[src/rtl/raifes_qspi_target.sv]
// QSPI/QPI memory-target responder. It oversamples SCK/nCS/IO on iClk and maps
// WREN, WRCR, QPIEN, READ and WRITE traffic onto a byte-wide synchronous memory port.
module raifes_qspi_target #(
   parameter int unsigned ADDR_BITS  = 16,
   parameter int unsigned DUMMY_CLKS = 1,
   parameter logic [7:0]  CFG_RESET  = 8'h00
) (
   input  logic                 iClk,
   input  logic                 iReset,
   input  logic                 iSCK,
   input  logic                 iNCS,
   input  logic [3:0]           iIO_In,
   output logic [3:0]           oIO_Out,
   output logic [3:0]           oIO_En,
   output logic                 oNHSB,
   output logic [ADDR_BITS-1:0] oMem_Addr,
   output logic [7:0]           oMem_WData,
   output logic                 oMem_WE,
   output logic                 oMem_RE,
   input  logic [7:0]           iMem_RData,
   output logic [7:0]           oCfg,
   output logic                 oQPI,
   output logic                 oWEL
);

   typedef enum logic [2:0] {
      ST_IDLE,
      ST_CMD,
      ST_ADDR,
      ST_CFG,
      ST_DUMMY,
      ST_RDATA,
      ST_WDATA,
      ST_IGNORE
   } state_t;

   localparam logic [4:0] DUMMY_LAST = 5'((DUMMY_CLKS == 0) ? 0 : DUMMY_CLKS - 1);

   // Bit [1] is the synchronised level, bit [2] the previous one for edge detection.
   logic [2:0] sck_sync_q;
   logic [2:0] ncs_sync_q;
   logic [3:0] io_s1_q;
   logic [3:0] io_s2_q;

   state_t                 state_q,   state_d;
   logic [4:0]             cnt_q,     cnt_d;
   logic [23:0]            sh_q,      sh_d;
   logic [7:0]             tx_q,      tx_d;
   logic [ADDR_BITS-1:0]   addr_q,    addr_d;
   logic [7:0]             wdata_q,   wdata_d;
   logic                   we_q,      we_d;
   logic                   re_q,      re_d;
   logic                   rd_lat_q,  rd_lat_d;
   logic [3:0]             io_out_q,  io_out_d;
   logic [3:0]             io_en_q,   io_en_d;
   logic [7:0]             cfg_q,     cfg_d;
   logic                   qpi_q,     qpi_d;
   logic                   wel_q,     wel_d;
   logic                   is_read_q, is_read_d;
   logic                   clr_wel_q, clr_wel_d;

   logic        sck_rise;
   logic        sck_fall;
   logic        ncs_fall;
   logic        ncs_rise;
   logic [4:0]  step;
   logic [4:0]  cnt_inc;
   logic [23:0] sh_shift;

   always_ff @(posedge iClk or posedge iReset) begin
      if (iReset) begin
         sck_sync_q <= 3'b000;
         ncs_sync_q <= 3'b111;
         io_s1_q    <= 4'h0;
         io_s2_q    <= 4'h0;
      end else begin
         sck_sync_q <= {sck_sync_q[1:0], iSCK};
         ncs_sync_q <= {ncs_sync_q[1:0], iNCS};
         io_s1_q    <= iIO_In;
         io_s2_q    <= io_s1_q;
      end
   end

   // SCK edges only count while the synchronised chip select is low.
   assign sck_rise = sck_sync_q[1] & ~sck_sync_q[2] & ~ncs_sync_q[1];
   assign sck_fall = ~sck_sync_q[1] & sck_sync_q[2] & ~ncs_sync_q[1];
   assign ncs_fall = ~ncs_sync_q[1] & ncs_sync_q[2];
   assign ncs_rise = ncs_sync_q[1] & ~ncs_sync_q[2];

   assign step     = qpi_q ? 5'd4 : 5'd1;
   assign cnt_inc  = cnt_q + step;
   assign sh_shift = qpi_q ? {sh_q[19:0], io_s2_q} : {sh_q[22:0], io_s2_q[0]};

   always_comb begin
      state_d   = state_q;
      cnt_d     = cnt_q;
      sh_d      = sh_q;
      tx_d      = tx_q;
      addr_d    = addr_q;
      wdata_d   = wdata_q;
      we_d      = 1'b0;
      re_d      = 1'b0;
      rd_lat_d  = re_q;
      io_out_d  = io_out_q;
      io_en_d   = io_en_q;
      cfg_d     = cfg_q;
      qpi_d     = qpi_q;
      wel_d     = wel_q;
      is_read_d = is_read_q;
      clr_wel_d = clr_wel_q;

      // The write address advances on the cycle after the strobe has been seen.
      if (we_q) begin
         addr_d = addr_q + 1'b1;
      end

      unique case (state_q)
         ST_IDLE: begin
            if (ncs_fall) begin
               state_d   = ST_CMD;
               cnt_d     = 5'd0;
               is_read_d = 1'b0;
               clr_wel_d = 1'b0;
            end
         end
         ST_CMD: begin
            if (sck_rise) begin
               sh_d  = sh_shift;
               cnt_d = cnt_inc;
               if (cnt_inc == 5'd8) begin
                  cnt_d = 5'd0;
                  unique case (sh_shift[7:0])
                     8'h06: begin
                        wel_d   = 1'b1;
                        state_d = ST_IGNORE;
                     end
                     8'h38: begin
                        qpi_d   = 1'b1;
                        state_d = ST_IGNORE;
                     end
                     8'h87: begin
                        clr_wel_d = 1'b1;
                        state_d   = ST_CFG;
                     end
                     8'h03: begin
                        is_read_d = 1'b1;
                        state_d   = ST_ADDR;
                     end
                     8'h02: begin
                        clr_wel_d = 1'b1;
                        state_d   = ST_ADDR;
                     end
                     default: state_d = ST_IGNORE;
                  endcase
               end
            end
         end
         ST_CFG: begin
            if (sck_rise) begin
               sh_d  = sh_shift;
               cnt_d = cnt_inc;
               if (cnt_inc == 5'd8) begin
                  cnt_d = 5'd0;
                  if (wel_q) begin
                     cfg_d = sh_shift[7:0];
                  end
                  state_d = ST_IGNORE;
               end
            end
         end
         ST_ADDR: begin
            if (sck_rise) begin
               sh_d  = sh_shift;
               cnt_d = cnt_inc;
               if (cnt_inc == 5'd24) begin
                  cnt_d  = 5'd0;
                  addr_d = sh_shift[ADDR_BITS-1:0];
                  if (is_read_q) begin
                     re_d    = 1'b1;
                     state_d = (DUMMY_CLKS == 0) ? ST_RDATA : ST_DUMMY;
                  end else begin
                     state_d = ST_WDATA;
                  end
               end
            end
         end
         ST_DUMMY: begin
            if (sck_rise) begin
               cnt_d = cnt_q + 5'd1;
               if (cnt_q == DUMMY_LAST) begin
                  cnt_d   = 5'd0;
                  state_d = ST_RDATA;
               end
            end
         end
         ST_RDATA: begin
            if (sck_fall) begin
               cnt_d = cnt_inc;
               if (qpi_q) begin
                  io_en_d  = 4'hF;
                  io_out_d = tx_q[7:4];
                  tx_d     = {tx_q[3:0], 4'h0};
               end else begin
                  io_en_d  = 4'b0010;
                  io_out_d = {2'b00, tx_q[7], 1'b0};
                  tx_d     = {tx_q[6:0], 1'b0};
               end
               // Last nibble/bit of the byte is on the wire: prefetch the next byte.
               if (cnt_inc == 5'd8) begin
                  cnt_d  = 5'd0;
                  addr_d = addr_q + 1'b1;
                  re_d   = 1'b1;
               end
            end
         end
         ST_WDATA: begin
            if (sck_rise) begin
               sh_d  = sh_shift;
               cnt_d = cnt_inc;
               if (cnt_inc == 5'd8) begin
                  cnt_d = 5'd0;
                  if (wel_q) begin
                     we_d    = 1'b1;
                     wdata_d = sh_shift[7:0];
                  end
               end
            end
         end
         ST_IGNORE: begin
         end
         default: state_d = ST_IDLE;
      endcase

      if (rd_lat_q) begin
         tx_d = iMem_RData;
      end

      // End of transaction; an already-issued write strobe is left to complete.
      if (ncs_rise) begin
         state_d   = ST_IDLE;
         cnt_d     = 5'd0;
         io_en_d   = 4'h0;
         io_out_d  = 4'h0;
         is_read_d = 1'b0;
         clr_wel_d = 1'b0;
         if (clr_wel_q) begin
            wel_d = 1'b0;
         end
      end
   end

   always_ff @(posedge iClk or posedge iReset) begin
      if (iReset) begin
         state_q   <= ST_IDLE;
         cnt_q     <= 5'd0;
         sh_q      <= 24'h0;
         tx_q      <= 8'h00;
         addr_q    <= '0;
         wdata_q   <= 8'h00;
         we_q      <= 1'b0;
         re_q      <= 1'b0;
         rd_lat_q  <= 1'b0;
         io_out_q  <= 4'h0;
         io_en_q   <= 4'h0;
         cfg_q     <= CFG_RESET;
         qpi_q     <= 1'b0;
         wel_q     <= 1'b0;
         is_read_q <= 1'b0;
         clr_wel_q <= 1'b0;
      end else begin
         state_q   <= state_d;
         cnt_q     <= cnt_d;
         sh_q      <= sh_d;
         tx_q      <= tx_d;
         addr_q    <= addr_d;
         wdata_q   <= wdata_d;
         we_q      <= we_d;
         re_q      <= re_d;
         rd_lat_q  <= rd_lat_d;
         io_out_q  <= io_out_d;
         io_en_q   <= io_en_d;
         cfg_q     <= cfg_d;
         qpi_q     <= qpi_d;
         wel_q     <= wel_d;
         is_read_q <= is_read_d;
         clr_wel_q <= clr_wel_d;
      end
   end

   assign oIO_Out    = io_out_q;
   assign oIO_En     = io_en_q;
   assign oNHSB      = 1'b1;
   assign oMem_Addr  = addr_q;
   assign oMem_WData = wdata_q;
   assign oMem_WE    = we_q;
   assign oMem_RE    = re_q;
   assign oCfg       = cfg_q;
   assign oQPI       = qpi_q;
   assign oWEL       = wel_q;

endmodule

[config.mk]
export PLATFORM = sky130hd
export DESIGN_NAME = raifes_qspi_target
export DESIGN_NICKNAME = d
export VERILOG_FILES = /design/src/rtl/raifes_qspi_target.sv
export SDC_FILE = /design/constraint.sdc
export NUM_CORES = 1
export LEC_CHECK = 0
export BUFFER_PORTS_ARGS = -buffer_cell sky130_fd_sc_hd__buf_2
export CAP_MARGIN = 25
export CORE_UTILIZATION = 35
export DETAILED_ROUTE_END_ITERATION = 10
export PLACE_DENSITY = 0.53
export SYNTH_ARGS = -nofsm -noshare
export SYNTH_HDL_FRONTEND = slang
export SYNTH_SLANG_ARGS = --single-unit
[constraint.sdc]
create_clock -name iClk -period 5.6 [get_ports iClk]
set_input_delay 1.12 -clock iClk [delete_from_list [all_inputs] [get_ports iClk]]
set_output_delay 1.12 -clock iClk [all_outputs]
set_load 0.02 [all_outputs]
==> results of run 1 <==
[power groups by stage]
stage / logic (mW) / registers, mW / clock network (mW)
after detailed placement: 0.458 / 0.840 / 0
after CTS: 0.462 / 0.828 / 0.636
after floorplan: 0.389 / 0.789 / 0
after global routing: 0.519 / 0.842 / 0.660
final: 0.460 / 0.829 / 0.619
after global placement: 0.456 / 0.838 / 0
[metal layers]
| metal | up-vias | part of all wire [%] |
|---|---|---|
| met5 | - | 0 |
| met4 | 0 | 2.1 |
| met3 | 16 | 3.7 |
| met2 | 84 | 45 |
| met1 | 1762 | 49 |
| li1 | 1778 | - |
[state kept, by name (all words and copies together) (netlist names), 2 cells and up]
| signal | count |
|---|---|
| oMem_WData | 8 |
| oCfg | 8 |
| oIO_Out | 4 |
| oIO_En | 2 |
| sh_q | 15 |
| cnt_q | 5 |
| io_s1_q | 4 |
| oMem_Addr | 16 |
| state_q | 3 |
| sck_sync_q | 3 |
| ncs_sync_q | 3 |
| tx_q | 8 |
| io_s2_q | 4 |
[cell usage in the layout, fill, tap and decap left out, types with 14 or more instances in the layout]
cell / synthesis / final
dfrtp_1: 87 / 87
inv_1: 15 / 14
buf_2: 10 / 59
nor2_1: 27 / 27
a21oi_1: 25 / 25
nand2_1: 54 / 54
mux2i_1: 23 / 23
o21ai_0: 33 / 33
o21ai_1: 16 / 16
nand3_1: 16 / 16
[worst max-delay path: stages, from the launching register on]
cell      delay (ns)
dfrtp_1         0.34
buf_4           0.41
ha_1            0.36
and3_1          0.24
o22ai_4         0.26
nand4_1         0.18
or2_1           0.60
a21oi_1         0.39
o221ai_1        0.17
[area by class of cell]
| cell class | count | area, um^2 |
|---|---|---|
| clock buffer | 10 | 239 |
| multi-input combinational | 336 | 2280 |
| inverter | 15 | 57.6 |
| fill | 1346 | 7820 |
| tap | 176 | 220 |
| timing repair buffer | 61 | 310 |
| clock inverter | 6 | 63.8 |
| sequential | 90 | 2260 |
[worst paths after layout]
| kind | from | to | slack [ns] |
|---|---|---|---|
| worst min register to register | sck_sync_q[0]$_DFF_PP0_ | sck_sync_q[1]$_DFF_PP0_ | 0.35 |
| max in group asynchronous | iReset | sh_q[14]$_DFFE_PP0P_ | 3.68 |
| worst min-delay path | sck_sync_q[0]$_DFF_PP0_ | sck_sync_q[1]$_DFF_PP0_ | 0.35 |
| worst max-delay path | oQPI$_DFFE_PP0P_ | oMem_Addr[1]$_DFF_PP0_ | 2.49 |
| worst max register to register | oQPI$_DFFE_PP0P_ | oMem_Addr[1]$_DFF_PP0_ | 2.49 |
| min in group asynchronous | iReset | io_s1_q[3]$_DFF_PP0_ | 0.91 |
[cells in the mapped netlist, drive strengths merged (2+ instances only)]
| cell type | number | share of area, % |
|---|---|---|
| a211oi | 4 | 0.63 |
| a21o | 2 | 0.32 |
| a21oi | 26 | 2.8 |
| a31oi | 5 | 0.79 |
| a32o | 2 | 0.42 |
| a32oi | 2 | 0.37 |
| a41oi | 3 | 0.95 |
| and3 | 8 | 1.1 |
| buf | 20 | 2.9 |
| clkbuf | 6 | 0.47 |
| dfrtp | 87 | 46 |
| dfstp | 3 | 1.7 |
| ha | 7 | 1.8 |
| inv | 15 | 1.2 |
| mux2 | 11 | 2.6 |
| mux2i | 23 | 4.8 |
| nand2 | 54 | 4.3 |
| nand3 | 17 | 1.9 |
| nand4 | 6 | 0.92 |
| nor2 | 28 | 2.4 |
| nor2b | 4 | 0.53 |
| nor3 | 16 | 2.3 |
| nor3b | 6 | 0.95 |
| nor4 | 6 | 1.6 |
| nor4b | 3 | 0.95 |
| o21ai | 51 | 5.5 |
| o221ai | 3 | 0.55 |
| o22ai | 2 | 0.55 |
| o311ai | 2 | 0.37 |
| o31ai | 2 | 0.32 |
| or2 | 4 | 0.53 |
| or3 | 2 | 0.37 |
| xnor2 | 13 | 2.6 |
| xor2 | 3 | 0.71 |
[kinds of logic after synthesis]
| family | share of synthesized area (%) |
|---|---|
| AO/OA/AOI/OAI | 16.0 |
| XOR/XNOR | 3.27 |
| flip-flops | 47.5 |
| buffers and inverters | 4.53 |
| other | 0.0789 |
| adder cells (fa/ha/maj) | 2.05 |
| multiplexers | 7.45 |
| AND/OR/NAND/NOR | 19.2 |
[stage by stage]
step	hold WS (ns)	setup slack, ns
4_1_cts	0.353	2.50
5_1_grt	0.359	2.20
2_1_floorplan	0.331	2.15
3_5_place_dp	0.339	2.51
3_3_place_gp	0.333	2.61
6_report	0.349	2.49
==> impl_metrics.toml, run 1 <==
[final_layout]
synthToLayoutAreaGrowth_pct = 14.2
num-nets-final = 536
fin_area_um2 = 5430
insertedDiodeCount = 0
layout-drive-gt1-share_pct = 22.8
fin_util_pct = 41.0
instances_no_fill = 694

[die]
initial_core_util_pct = 35.9
num_io_pins = 61
die_h_um = 119
row_count = 42
die_w_um = 119
coreArea_um2 = 13200
die_area_um2 = 14000

[clock_tree]
cts_setup_buffers = 0
htreeDepth = 3
cts_num_sinks = 90
worst_skew_pair.late_latency_ns = 0.35
clock_path_buffers = 2
ctsHoldBuffers = 0
cts-resized-gates = 0
cts_buffers = 9
clock_tree.root_cell = "clkbuf_16"
cts_tree = "done"
path_clk_slew_ns = 0.07

[setup_path]
path_max_fanout = 33
ff2ff_path_depth = 8
path_class = "register to register"
start_kind = "register"
worst_ep_arrival_time_ns = 3.31
cp.required_ns = 5.80
end_kind = "register"

[global_route]
grt_util_met3_pct = 2.85
grt.busiest_layer = "met2"
grt_pass1_wl_mm = 19.2
grt_max_degree = 51
overflow = 0
antenna_found_initial = 0
gr-usage-all-layers_pct = 17.5
met2_usage_pct = 27.1
grt_pass1_vias = 3643
use_met1_pct = 24.1

[yosys]
syn_area_per_cell_um2 = 10.2
synth_cell_type_count = 77
synthFlopType = "dfrtp_1"
ys_seq_area_share_pct = 47.5
synth.net_count = 490
synth_edf_count = 0
yosys_warnings = 0
synth_cells = 467
syn_area_um2 = 4750
synthArstFlopShare_pct = 100
postSynthRegisterBits = 90

[placed_design]
io_buffers = 59
hpwl_mm = 8.11
dp.cells = 678
place.gp.congestion = 0.840
place_area_um2 = 5120

[timing]
slew_viol_final = 0
worst_pin_slew_ns = 0.881
maxSlewHeadroom_pct = 41.3
max_freq_mhz = 322
finClkSkew_ns = 0.00573
rsz0062_at_grt = "false"
period_share_pct = 55.5
setup_violations = 0
finalCriticalPeriod_ns = 3.11
fin_tns_setup_ns = 0
final_hold_viol_count = 0

[routing]
wl_mm = 11.3
dr_total_vias = 3640
vias_per_cell = 5.24
dr.pass1.iters = 5
drc = 0
drtAntennaViolNets = 0
drt_iter0_drc = 216
wl_per_cell_um = 16.3

[power_and_ir_drop]
p_clk_share_pct = 32.5
swShare_pct = 34.4
power_mw = 1.91
p_seq_share_pct = 43.4
powerDensity_nw_per_um2 = 352
intPower_mw = 1.25
power_frac_comb_pct = 24.1
p_switching_uw = 656
ir_worst_vdd_v = 0.000156
p_leak_nw = 2.37

[min_path]
hold_class = "register to register"
hold_path_depth = 0

[flow_run]
drv_cap = 0

[outcome]
status = "completed"
Power figures use the tool's default switching activity.
==> run 2: changes to the inputs <==
Clock period 5.6 ns to 3.2 ns, I/O delays scaled along.
==> run 2 against run 1 <==
Net effect:
- combinational power grew 77%
- global-route usage grew 0.44 points
- count of clock-buffer cells in the layout is the same
- critical path type unchanged
- largest cell class unchanged
- highest routed layer unchanged
==> impl_metrics.toml, run 2 (synthesis results as in run 1) <==
[timing]
period_share_pct = 90.7
slew_viol_final = 0
worst_pin_slew_ns = 0.693
rsz0062_at_grt = "false"
setup_violations = 0
maxSlewHeadroom_pct = 53.7
finClkSkew_ns = 0.00681
fin_tns_setup_ns = 0
final_hold_viol_count = 0
max_freq_mhz = 344
finalCriticalPeriod_ns = 2.90

[setup_path]
path_class = "register to register"
rrSetupSlack_ns = 0.30
crit_slowest_cell = "nor4_4"
ff2ff_path_depth = 8
slowest_delay_ns = 0.42
rr_startpoint = "oQPI$_DFFE_PP0P_"
cpMostUsedCell = "ha_1"
end_kind = "register"
cp.required_ns = 3.43
start_kind = "register"
worst_ep_arrival_time_ns = 3.13
path_buf_inv = 1
path_cells = "inv_1 > ha_1 > ha_1 > xor2_1 > or3_4 > nor4_4 > nand4_2 > mux2_1"
reg2reg_to = "oCfg[2]$_DFFE_PP0P_"
cpLargestDelayFamily = "simple AND/OR/NAND/NOR gates"
path_max_fanout = 14

[final_layout]
num-nets-final = 541
insertedDiodeCount = 0
layout_commonest_cell = "dfrtp_1"
synthToLayoutAreaGrowth_pct = 15.9
layout-drive-gt1-share_pct = 23.3
fin_area_um2 = 5510
fin_util_pct = 41.6
final_cell_mix = "dfrtp_1 (87), buf_2 (59), nand2_1 (54)"
largest_register_ffs = 16

[power_and_ir_drop]
p_clk_share_pct = 34.7
p_seq_share_pct = 41.8
swShare_pct = 32.7
ir_worst_vdd_v = 0.000252
p_switching_mw = 1.13
intPower_mw = 2.33
p_leak_nw = 2.42
powerDensity_nw_per_um2 = 629
power_frac_comb_pct = 23.5

[global_route]
grt.busiest_layer = "met2"
overflow = 0
gr-usage-all-layers_pct = 18.0
use_met1_pct = 24.7
met2_usage_pct = 27.5
grt_pass1_vias = 3683
grt_pass1_wl_mm = 19.6
grt_util_met3_pct = 3.09
grt_max_degree = 65
antenna_found_initial = 0

[routing]
dr.pass1.iters = 4
wl_mm = 11.6
drc = 0
vias_per_cell = 5.24
wl_per_cell_um = 16.6
drt_iter0_drc = 252
drtAntennaViolNets = 0
dr_total_vias = 3663

[die]
die_area_um2 = 14000
die_w_um = 119
row_count = 42
initial_core_util_pct = 35.9
coreArea_um2 = 13200
num_io_pins = 61
die_h_um = 119

[clock_tree]
cts_buffers = 9
ctsHoldBuffers = 0
cts_num_sinks = 90
path_clk_slew_ns = 0.06
clock_path_buffers = 2
cts_tree = "done"
cts-resized-gates = 0
worst_skew_pair.late_latency_ns = 0.35
htreeDepth = 3
cts_setup_buffers = 0
clock_tree.root_cell = "clkbuf_16"

[outcome]
status = "completed"

[flow_run]
drv_cap = 0

[placed_design]
place.gp.congestion = 0.864
hpwl_mm = 8.42
io_buffers = 59
place_area_um2 = 5170

[min_path]
hold_class = "primary input to async pin"
[run 2: power by group through the flow]
| stage | sequential [mW] | combinational (mW) | clock, mW |
|---|---|---|---|
| 6_report | 1.45 | 0.815 | 1.20 |
| 3_3_place_gp | 1.47 | 0.814 | 0 |
| 4_1_cts | 1.45 | 0.824 | 1.23 |
| 3_5_place_dp | 1.47 | 0.820 | 0 |
| 2_1_floorplan | 1.38 | 0.680 | 0 |
| 5_1_grt | 1.48 | 0.927 | 1.27 |
[run 2: routing by layer]
layer  vias to the layer above  part of all wire (%)
met2                       103                    45
met5                         -                     0
met4                         0                   2.2
met3                        18                   4.8
met1                      1758                    48
li1                       1784                     -
[run 2: worst reg2reg max path, stage by stage, from the launching register on]
cell,delay [ns]
dfrtp_1,0.37
inv_1,0.11
ha_1,0.25
ha_1,0.22
xor2_1,0.20
or3_4,0.40
nor4_4,0.42
nand4_2,0.38
mux2_1,0.43
[run 2: worst max-delay path by stage]
stage,startpoint,end,cells after the start
2_1_floorplan,iReset,clr_wel_q$_DFFE_PP0P_,1
3_3_place_gp,oQPI$_DFFE_PP0P_,oCfg[7]$_DFFE_PP0P_,7
3_5_place_dp,oQPI$_DFFE_PP0P_,oCfg[2]$_DFFE_PP0P_,8
4_1_cts,oQPI$_DFFE_PP0P_,oCfg[2]$_DFFE_PP0P_,8
5_1_grt,oQPI$_DFFE_PP0P_,oCfg[2]$_DFFE_PP0P_,8
6_report,oQPI$_DFFE_PP0P_,oCfg[2]$_DFFE_PP0P_,8
[run 2: layout make-up]
| type | instances | area [um^2] |
|---|---|---|
| fill | 1347 | 7730 |
| clock buffer | 10 | 229 |
| tap | 176 | 220 |
| clock inverter | 6 | 105 |
| inverter | 15 | 57.6 |
| timing repair buffer | 66 | 360 |
| multi-input combinational | 336 | 2280 |
| sequential | 90 | 2260 |
[run 2: through the flow]
step / hold WS (ns) / instances / total power [mW] / worst slack, ns
after floorplan: 0.331 / 467 / 2.06 / 0.230
after global placement: 0.334 / 683 / 2.28 / 0.375
after detailed placement: 0.337 / 683 / 2.29 / 0.302
after CTS: 0.330 / 699 / 3.50 / 0.285
after global routing: 0.353 / 699 / 3.68 / 0.103
final: 0.316 / 699 / 3.46 / 0.296
==> run 3: changes to the inputs <==
Settings changed: CORE_MARGIN set to 2.
Clock period 3.2 ns to 2.7 ns, I/O delays scaled along.
==> run 3 against run 2 <==
Net effect:
- sequential power is 14% higher
- critical path depth unchanged
- non-clock buffer count up 19
- sequential share of layout area shrank 0.93 points
- first-iteration DRC count is 22% higher
- fmax rose by 14%
- count of clock-buffer cells in the layout is the same
- sequential cell count is the same
- worst setup slack lost 0.14 ns
- die area increased by 3.4%
- design area is 2.4% higher
- clock skew fell by 0.00095 ns
==> impl_metrics.toml, run 3 (synthesis results as in run 1) <==
[timing]
rsz0062_at_grt = "false"
finClkSkew_ns = 0.00586
maxSlewHeadroom_pct = 46.5
final_hold_viol_count = 0
setup_slack_ns = 0.151
max_freq_mhz = 392
period_share_pct = 94.4
slew_viol_final = 0
setup_violations = 0
worst_pin_slew_ns = 0.801
finalCriticalPeriod_ns = 2.55
fin_tns_setup_ns = 0

[min_path]
hold_class = "primary input to register"

[power_and_ir_drop]
ir_worst_vdd_v = 0.000258
powerDensity_nw_per_um2 = 709
p_leak_nw = 2.45

[die]
die_area_um2 = 14500
row_count = 42
coreArea_um2 = 13200
initial_core_util_pct = 35.9
die_w_um = 121
num_io_pins = 61
die_h_um = 121

[final_layout]
largest_register_ffs = 16
synthToLayoutAreaGrowth_pct = 18.7
final_cell_mix = "dfrtp_1 (86), buf_2 (59), nand2_1 (54)"
fillers = 1332
layout-drive-gt1-share_pct = 27.4
insertedDiodeCount = 0
layout_commonest_cell = "dfrtp_1"
instances_no_fill = 717
num-nets-final = 560

[global_route]
gr-usage-all-layers_pct = 17.4
grt_pass1_wl_mm = 19.6
antenna_found_initial = 0
grt_pass1_vias = 3711
grt_max_degree = 33
overflow = 0

[clock_tree]
path_clk_slew_ns = 0.07
worst_skew_pair.late_latency_ns = 0.35
cts_buffers = 9
clock_path_buffers = 2
cts_tree = "done"
cts_num_sinks = 90
htreeDepth = 3
clock_tree.root_cell = "clkbuf_16"

[flow_run]
drv_cap = 0

[routing]
wl_mm = 11.9
vias_per_cell = 5.23
drt_iter0_drc = 307
drtAntennaViolNets = 0
dr_total_vias = 3749
wl_per_cell_um = 16.7
drc = 0
dr.pass1.iters = 4

[setup_path]
cp.required_ns = 2.92
path_class = "register to register"
worst_ep_arrival_time_ns = 2.77
end_kind = "register"
path_max_fanout = 16
start_kind = "register"

[outcome]
status = "completed"

[placed_design]
hpwl_mm = 8.61
dp.cells = 701
dpl_worst_slack_ns = 0.0571
io_buffers = 59
place.gp.congestion = 0.815
[run 3: changes by cell type in the layout (fill, tap and decap cells not counted), moves of 2 or more]
| cell | previous run | this run |
|---|---|---|
| buf_4 | 6 | 25 |
| clkinv_2 | 4 | 0 |
| clkinvlp_4 | 0 | 4 |
| bufinv_16 | 3 | 0 |
| ha_1 | 7 | 5 |
| ha_4 | 0 | 2 |
[run 3: timing repair]
action / 4_1_cts / 5_1_grt
gates resized for setup: 0 / 1
setup buffers: 0 / 1
hold buffers: 0 / 0
setup endpoints to repair: 0 / 19
[run 3: worst max-delay path: stages (launching register included)]
cell and delay, ns:
dfrtp_2 0.43, ha_1 0.38, and3_1 0.25, o22ai_4 0.30, nand4_1 0.20, or2_1 0.38, buf_4 0.26, nand3_1 0.10
o221ai_1 0.11
[run 3: final cells by class]
| type | count | area (um^2) | share of cell area [%] |
|---|---|---|---|
| Inverter | 15 | 60.1 | 1.07 |
| Timing Repair Buffer | 85 | 503 | 8.92 |
| Multi-Input combinational cell | 336 | 2320 | 41.1 |
| Sequential cell | 90 | 2260 | 40.0 |
| Tap cell | 176 | 220 | 3.91 |
| Clock buffer | 10 | 239 | 4.24 |
| Clock inverter | 5 | 40.0 | 0.710 |
[run 3: per-layer routing]
metal | track usage [%] | part of all wire (%)
met4 | 9.74 | 3.3
met3 | 3.58 | 4.1
met1 | 24.2 | 48
met5 | 0 | 0
met2 | 25.2 | 44
[run 3: final timing paths]
| path | from | end | slack (ns) | cells past startpoint |
|---|---|---|---|---|
| worst min register to register | sck_sync_q[0]$_DFF_PP0_ | sck_sync_q[1]$_DFF_PP0_ | 0.35 | 0 |
| max in group asynchronous | iReset | oMem_Addr[12]$_DFF_PP0_ | 1.62 | 3 |
| worst min-delay path | iNCS | ncs_sync_q[0]$_DFF_PP1_ | 0.30 | 1 |
| worst max register to register | oQPI$_DFFE_PP0P_ | oMem_Addr[0]$_DFF_PP0_ | 0.15 | 8 |
| min in group asynchronous | iReset | oMem_WData[7]$_DFFE_PP0P_ | 0.34 | 2 |
| worst max-delay path | oQPI$_DFFE_PP0P_ | oMem_Addr[0]$_DFF_PP0_ | 0.15 | 8 |
[run 3: power by group]
part / leakage [nW] / internal [mW] / switching [mW]
combinational: 1.16 / 0.457 / 0.698
sequential: 1.17 / 1.50 / 0.147
clock: 0.127 / 0.649 / 0.547
[run 3: per-stage QoR]
stage	total power, mW	hold WS, ns	instance area, um^2	util, %
after floorplan	2.47	0.331	4800	-
after global placement	2.81	0.335	5350	40.4
after detailed placement	2.82	0.339	5350	40.4
after CTS	4.04	0.284	5630	42.5
after global routing	4.26	0.285	5640	42.6
final	4.00	0.296	5640	42.6
